File: config.mk
export PLATFORM = sky130hd
export DESIGN_NAME = ahb_sram_ctrl_64
export DESIGN_NICKNAME = d
export VERILOG_FILES = /design/src/rtl/ahb_sram_ctrl_64.sv
export SDC_FILE = /design/constraint.sdc
export NUM_CORES = 1
export LEC_CHECK = 0
export CAP_MARGIN = 20
export CORE_ASPECT_RATIO = 0.75
export CORE_MARGIN = 5
export CORE_UTILIZATION = 45
export CTS_BUF_LIST = sky130_fd_sc_hd__clkbuf_16
export CTS_CLUSTER_DIAMETER = 80
export DETAILED_ROUTE_END_ITERATION = 10
export PLACE_DENSITY = 0.88
export RECOVER_POWER = 100
export SLEW_MARGIN = 20
export SYNTH_ARGS = -nofsm -noshare
export SYNTH_HDL_FRONTEND = slang
export SYNTH_SLANG_ARGS = --single-unit
File: constraint.sdc
create_clock -name HCLK -period 4.15 [get_ports HCLK]
set_input_delay 0.415 -clock HCLK [delete_from_list [all_inputs] [get_ports HCLK]]
set_output_delay 0.415 -clock HCLK [all_outputs]
set_load 0.02 [all_outputs]
File: src/rtl/ahb_sram_ctrl_64.sv
// ahb_sram_ctrl_64: AHB-Lite slave in front of a 1-cycle synchronous 1024x64 SRAM.
// Reads and writes complete with zero wait states on a single-port SRAM. A write
// data phase that collides with a read address phase is parked in a one-entry
// posted-write buffer, which is forwarded into read data and drained on a free cycle.
// Optional feature macro: AHB_SRAM_ERR_EN (error response for HSIZE>3 / misaligned).
module ahb_sram_ctrl_64 #(
  parameter int unsigned AW     = 32,
  parameter int unsigned ADDR_W = 10
) (
  input  logic              HCLK,
  input  logic              HRESET,
  input  logic              HSEL,
  input  logic [AW-1:0]     HADDR,
  input  logic [1:0]        HTRANS,
  input  logic              HWRITE,
  input  logic [2:0]        HSIZE,
  input  logic [63:0]       HWDATA,
  input  logic              HREADY,
  output logic              HREADYOUT,
  output logic              HRESP,
  output logic [63:0]       HRDATA,
  input  logic [63:0]       SRAMRDATA,
  output logic [7:0]        SRAMWEN,
  output logic [63:0]       SRAMWDATA,
  output logic              SRAMCS0,
  output logic [ADDR_W-1:0] SRAMADDR
);

  localparam int unsigned NB = 8;

`ifdef AHB_SRAM_ERR_EN
  typedef enum logic [1:0] {
    ST_OK   = 2'd0,
    ST_ERR1 = 2'd1,
    ST_ERR2 = 2'd2
  } state_e;

  state_e state_q, state_d;
`endif

  // Address-phase decode
  logic              accept;
  logic              addr_err;
  logic [1:0]        size_eff;
  logic [2:0]        off;
  logic [NB-1:0]     addr_mask;
  logic [ADDR_W-1:0] addr_word;
  logic              rd_acc;

  // Data-phase registers
  logic              dp_valid_q, dp_valid_d;
  logic              dp_write_q, dp_write_d;
  logic [ADDR_W-1:0] dp_addr_q,  dp_addr_d;
  logic [NB-1:0]     dp_mask_q,  dp_mask_d;

  // Posted-write buffer
  logic              buf_valid_q, buf_valid_d;
  logic [ADDR_W-1:0] buf_addr_q,  buf_addr_d;
  logic [NB-1:0]     buf_mask_q,  buf_mask_d;
  logic [63:0]       buf_data_q,  buf_data_d;

  logic              wr_dp;
  logic              rd_dp;
  logic              drain;
  logic              fwd;

  // HTRANS[0] (SEQ vs NONSEQ) and address bits above the SRAM window do not matter
  logic              unused_bits;
  assign unused_bits = ^{HTRANS[0], HADDR[AW-1:ADDR_W+3]};

  // Decode accepted transfer: word address, byte mask and (optionally) error
  always_comb begin
    accept    = HSEL & HTRANS[1] & HREADY;
    addr_word = HADDR[ADDR_W+2:3];
    off       = HADDR[2:0];
    size_eff  = HSIZE[2] ? 2'd3 : HSIZE[1:0];
    case (size_eff)
      2'd0:    addr_mask = NB'(8'h01 << off);
      2'd1:    addr_mask = NB'(8'h03 << {off[2:1], 1'b0});
      2'd2:    addr_mask = NB'(8'h0F << {off[2], 2'b00});
      default: addr_mask = 8'hFF;
    endcase
`ifdef AHB_SRAM_ERR_EN
    case (size_eff)
      2'd0:    addr_err = 1'b0;
      2'd1:    addr_err = off[0];
      2'd2:    addr_err = |off[1:0];
      default: addr_err = |off;
    endcase
    if (HSIZE[2]) begin
      addr_err = 1'b1;
    end
`else
    addr_err = 1'b0;
`endif
    rd_acc = accept & ~HWRITE & ~addr_err;
    wr_dp  = dp_valid_q & dp_write_q;
    rd_dp  = dp_valid_q & ~dp_write_q;
    drain  = buf_valid_q & ~rd_acc & ~wr_dp;
    fwd    = buf_valid_q & (buf_addr_q == dp_addr_q);
  end

  // Next state of data-phase registers and posted-write buffer
  always_comb begin
    dp_valid_d  = dp_valid_q;
    dp_write_d  = dp_write_q;
    dp_addr_d   = dp_addr_q;
    dp_mask_d   = dp_mask_q;
    buf_valid_d = buf_valid_q;
    buf_addr_d  = buf_addr_q;
    buf_mask_d  = buf_mask_q;
    buf_data_d  = buf_data_q;
    if (HREADY) begin
      dp_valid_d = accept & ~addr_err;
      dp_write_d = HWRITE;
      dp_addr_d  = addr_word;
      dp_mask_d  = addr_mask;
    end
    if (wr_dp && rd_acc) begin
      buf_valid_d = 1'b1;
      buf_addr_d  = dp_addr_q;
      buf_mask_d  = dp_mask_q;
      buf_data_d  = HWDATA;
    end else if (drain) begin
      buf_valid_d = 1'b0;
    end
  end

  // SRAM port arbitration: read strobe, then direct write, then buffer drain
  always_comb begin
    SRAMCS0   = 1'b0;
    SRAMWEN   = '0;
    SRAMADDR  = '0;
    SRAMWDATA = '0;
    if (!HRESET) begin
      if (rd_acc) begin
        SRAMCS0  = 1'b1;
        SRAMADDR = addr_word;
      end else if (wr_dp) begin
        SRAMCS0   = 1'b1;
        SRAMWEN   = dp_mask_q;
        SRAMADDR  = dp_addr_q;
        SRAMWDATA = HWDATA;
      end else if (buf_valid_q) begin
        SRAMCS0   = 1'b1;
        SRAMWEN   = buf_mask_q;
        SRAMADDR  = buf_addr_q;
        SRAMWDATA = buf_data_q;
      end
    end
  end

  // Read data: SRAM output with buffered bytes forwarded over it
  always_comb begin
    HRDATA = '0;
    if (!HRESET && rd_dp) begin
      for (int b = 0; b < NB; b++) begin
        HRDATA[b*8 +: 8] = (fwd && buf_mask_q[b]) ? buf_data_q[b*8 +: 8] : SRAMRDATA[b*8 +: 8];
      end
    end
  end

`ifdef AHB_SRAM_ERR_EN
  // Error response sequencer: two-cycle ERROR after a bad transfer
  always_comb begin
    state_d = state_q;
    case (state_q)
      ST_OK:   if (accept && addr_err) state_d = ST_ERR1;
      ST_ERR1: state_d = ST_ERR2;
      ST_ERR2: state_d = (accept && addr_err) ? ST_ERR1 : ST_OK;
      default: state_d = ST_OK;
    endcase
  end

  // Response outputs decoded from the error state
  always_comb begin
    HREADYOUT = 1'b1;
    HRESP     = 1'b0;
    if (!HRESET) begin
      HREADYOUT = (state_q != ST_ERR1);
      HRESP     = (state_q == ST_ERR1) || (state_q == ST_ERR2);
    end
  end

  // Error state register
  always_ff @(posedge HCLK) begin
    if (HRESET) begin
      state_q <= ST_OK;
    end else begin
      state_q <= state_d;
    end
  end
`else
  assign HREADYOUT = 1'b1;
  assign HRESP     = 1'b0;
`endif

  // Data-phase and buffer registers; reset drops any pending buffered write
  always_ff @(posedge HCLK) begin
    if (HRESET) begin
      dp_valid_q  <= 1'b0;
      dp_write_q  <= 1'b0;
      dp_addr_q   <= '0;
      dp_mask_q   <= '0;
      buf_valid_q <= 1'b0;
      buf_addr_q  <= '0;
      buf_mask_q  <= '0;
      buf_data_q  <= '0;
    end else begin
      dp_valid_q  <= dp_valid_d;
      dp_write_q  <= dp_write_d;
      dp_addr_q   <= dp_addr_d;
      dp_mask_q   <= dp_mask_d;
      buf_valid_q <= buf_valid_d;
      buf_addr_q  <= buf_addr_d;
      buf_mask_q  <= buf_mask_d;
      buf_data_q  <= buf_data_d;
    end
  end

endmodule

==> key figures <==
Outcome
  • Status: complete, no violations

Detailed routing
  • Vias: 7704
  • Pre-Repair DR Iteration Count: 5
  • DR WL/cell: 16.92 microns
  • Post-route DRC: 0
  • Number of DRC markers in iteration 0: 546
  • Antenna-violating nets left: 0
  • Drt via density: 5.433
  • Wirelength, routed: 23990 microns

Synth
  • Synthesized area per cell: 6.696 sq um
  • Synth top area cells: dfxtp_1 (32%), nand2_1 (22%), mux2i_1 (13%)
  • Post-synthesis cell type count: 32
  • Post-synth net total: 1146
  • Synth area leader: dfxtp_1
  • Post-Synthesis Cells: 976
  • Count of yosys warnings during synthesis: 0
  • Area fraction of the dominant cell type after synthesis: 31.55%
  • Synth Cell Area: 0.006535 sq mm
  • Synth Register Bits: 103
  • Seq/Total Area, Yosys: 31.55%

Place
  • Routability congestion estimate: 0.8378
  • Placed inst area: 0.009590 sq mm
  • Final HPWL DP: 16790 microns
  • DP Cell Count: 1402
  • IO buf count: 296

Worst setup path
  • Delay-heaviest family, CP: buffers and inverters
  • Crit path cell chain: dlygate4sd3_1 > clkbuf_1 > and4b_1 > nor3_1 > nor2_1 > dlygate4sd3_1
  • Crit Path Class: primary input to output port
  • Largest fanout on the critical path: 22
  • CP max-delay cell: clkbuf_1
  • WP data required: 3730 ps
  • CP startpoint kind: primary input
  • Critical Path AT: 3320 ps
  • CP Capture Type: output port
  • CP Buf/Inv Count: 3
  • Largest stage delay, worst path: 990 ps
  • Most used cell, CP: dlygate4sd3_1

Clock tree
  • TritonCTS buffer count: 9
  • CTS sink count: 103
  • Root buf cell: clkbuf_16
  • TritonCTS clock tree: built
  • Clk slew on worst S/H paths: 80 ps
  • H-Tree Depth: 3
  • Clock Latency Late Sink: 340 ps
  • Postcts setup bufs: 0
  • # hold bufs at CTS: 0
  • Post-cts gate resize count: 0
  • Longest Clk Path Bufs: 2

Timing
  • Final setup violation count: 0
  • RSZ-0062 raised after global routing: no
  • Skew final: 15.56 ps
  • Final Hold Viols: 0
  • Fmax: 268.1 MHz
  • Worst rel slew slack: 10.24%
  • Period utilisation layout: 89.88%
  • Setup TNS: 0 ps
  • Slew @ Worst Pin: 1346 ps
  • Max-slew violation count: 0
  • Final min period: 3730 ps
  • Final hold slack: 445.5 ps

Pwr
  • P per Cell Area: 218.3 mW/mm^2
  • Tot Pwr: 2152 uW
  • Worst vdd ir: 0.1726 mV
  • Lkg Pwr: 0.003343 uW

Cells and area
  • FILL cells: 1236
  • Most common cell after layout, fill and taps aside: nand2_1
  • Diode count: 0
  • # nets final: 1383
  • Area Overhead vs Synth: 50.89%
  • Most frequent cells in the layout: nand2_1 (380), a21oi_1 (157), clkdlybuf4s50_1 (153)
  • Final Non-Filler Cells: 1418
  • Fin area: 0.009861 sq mm
  • Layout cells sized above 1: 3.777%

Floorplanning
  • I/O pin count: 319
  • Die Ht: 114.4 microns
  • Die width: 149.2 microns
  • Row cnt: 38
  • Die area: 0.01706 sq mm
  • CORE AREA: 0.01436 sq mm
  • Initial core utilization: 45.51%

GRT
  • Initial antenna violation count: 0
  • Vias in the first global route: 7362
  • Pin count of the biggest net entering global routing: 95
  • Global route overflow: 0
  • GRT Total Usage: 27.27%
  • First-pass GRT wire length: 37760 microns

Min path
  • HP Class: primary input to flop

Job
  • Maxcap violations: 0
logic make-up after synthesis:
| logic type | after synthesis | share of synthesized area (%) |
|---|---|---|
| AND/OR/NAND/NOR | 510 | 34.06 |
| AO/OA/AOI/OAI | 182 | 14.51 |
| flip-flops | 103 | 31.55 |
| multiplexers | 85 | 13.02 |
| buffers and inverters | 84 | 4.940 |
| XOR/XNOR | 10 | 1.800 |
| other | 2 | 0.1149 |
worst reg2reg max path, stage by stage, from the launching register on:
cell      delay (ps)
dfxtp_1          400
and2_2           970
buf_12           310
nand2_1          530
clkbuf_4         680
nand2_1          260
a21oi_1           90
layout make-up:
type / count / area [sq um] / area share (%)
multi-input cells: 789 / 4169 / 42.28
repair buffers: 307 / 3087 / 31.30
flip-flops and latches: 103 / 2063 / 20.92
well taps: 200 / 250.2 / 2.538
clock buffers: 9 / 225.2 / 2.284
clock inverters: 7 / 55.05 / 0.5583
inverters: 3 / 11.26 / 0.1142
power by group:
group	total (uW)	internal, uW	switching [uW]	leakage (uW)
Sequential	1020	1000	14.3	0.000835
Clock	816	415	400	0.000135
Combinational	321	174	148	0.00237
Total	2150	1590	563	0.00334
through the flow:
stage	util, %	setup slack [ps]
2_1_floorplan	-	1806
3_3_place_gp	66.79	797.1
3_5_place_dp	66.79	755.3
4_1_cts	68.74	512.6
5_1_grt	68.67	213.2
6_report	68.67	419.9
worst paths after layout:
path | startpoint | end | slack, ps | depth (start not counted)
max | HREADY | SRAMCS0 | 420 | 6
min | HRESET | dp_addr_q[7] | 450 | 2
max reg2reg | dp_write_q | buf_addr_q[5] | 750 | 6
min reg2reg | dp_mask_q[0] | buf_mask_q[0] | 470 | 2
registers in the layout, summed over array words and instances, names as in the netlist:
register and cells:
buf_data_q 64, buf_mask_q 8, dp_valid_q 1, buf_addr_q 10
dp_mask_q 8, dp_write_q 1, dp_addr_q 10, buf_valid_q 1
Yosys cell counts, drive strengths merged:
| master | n |
|---|---|
| a211oi | 7 |
| nor4b | 1 |
| dfxtp | 103 |
| and4b | 1 |
| nor2 | 24 |
| xnor2 | 10 |
| a21oi | 157 |
| nor4 | 9 |
| inv | 3 |
| nor3b | 1 |
| and2 | 1 |
| a21o | 1 |
| nor3 | 1 |
| nand4b | 1 |
| nand2b | 2 |
| o21bai | 1 |
| nand4 | 1 |
| buf | 13 |
| nand2 | 382 |
| o21ai | 11 |
| a21boi | 2 |
| clkbuf | 68 |
| nand3 | 86 |
| conb | 2 |
| a311oi | 2 |
| o21a | 1 |
| mux2i | 85 |
metal layers:
metal | track usage [%] | wire (microns) | share of wire, % | up-vias
met5 | 0 | 0 | 0 | -
met4 | 7.866 | 540 | 2.3 | 0
li1 | - | - | - | 3737
met1 | 33.99 | 9476 | 40 | 3549
met2 | 45.50 | 11270 | 47 | 387
met3 | 8.746 | 2695 | 11 | 31
(Power assumes the default switching activity.)
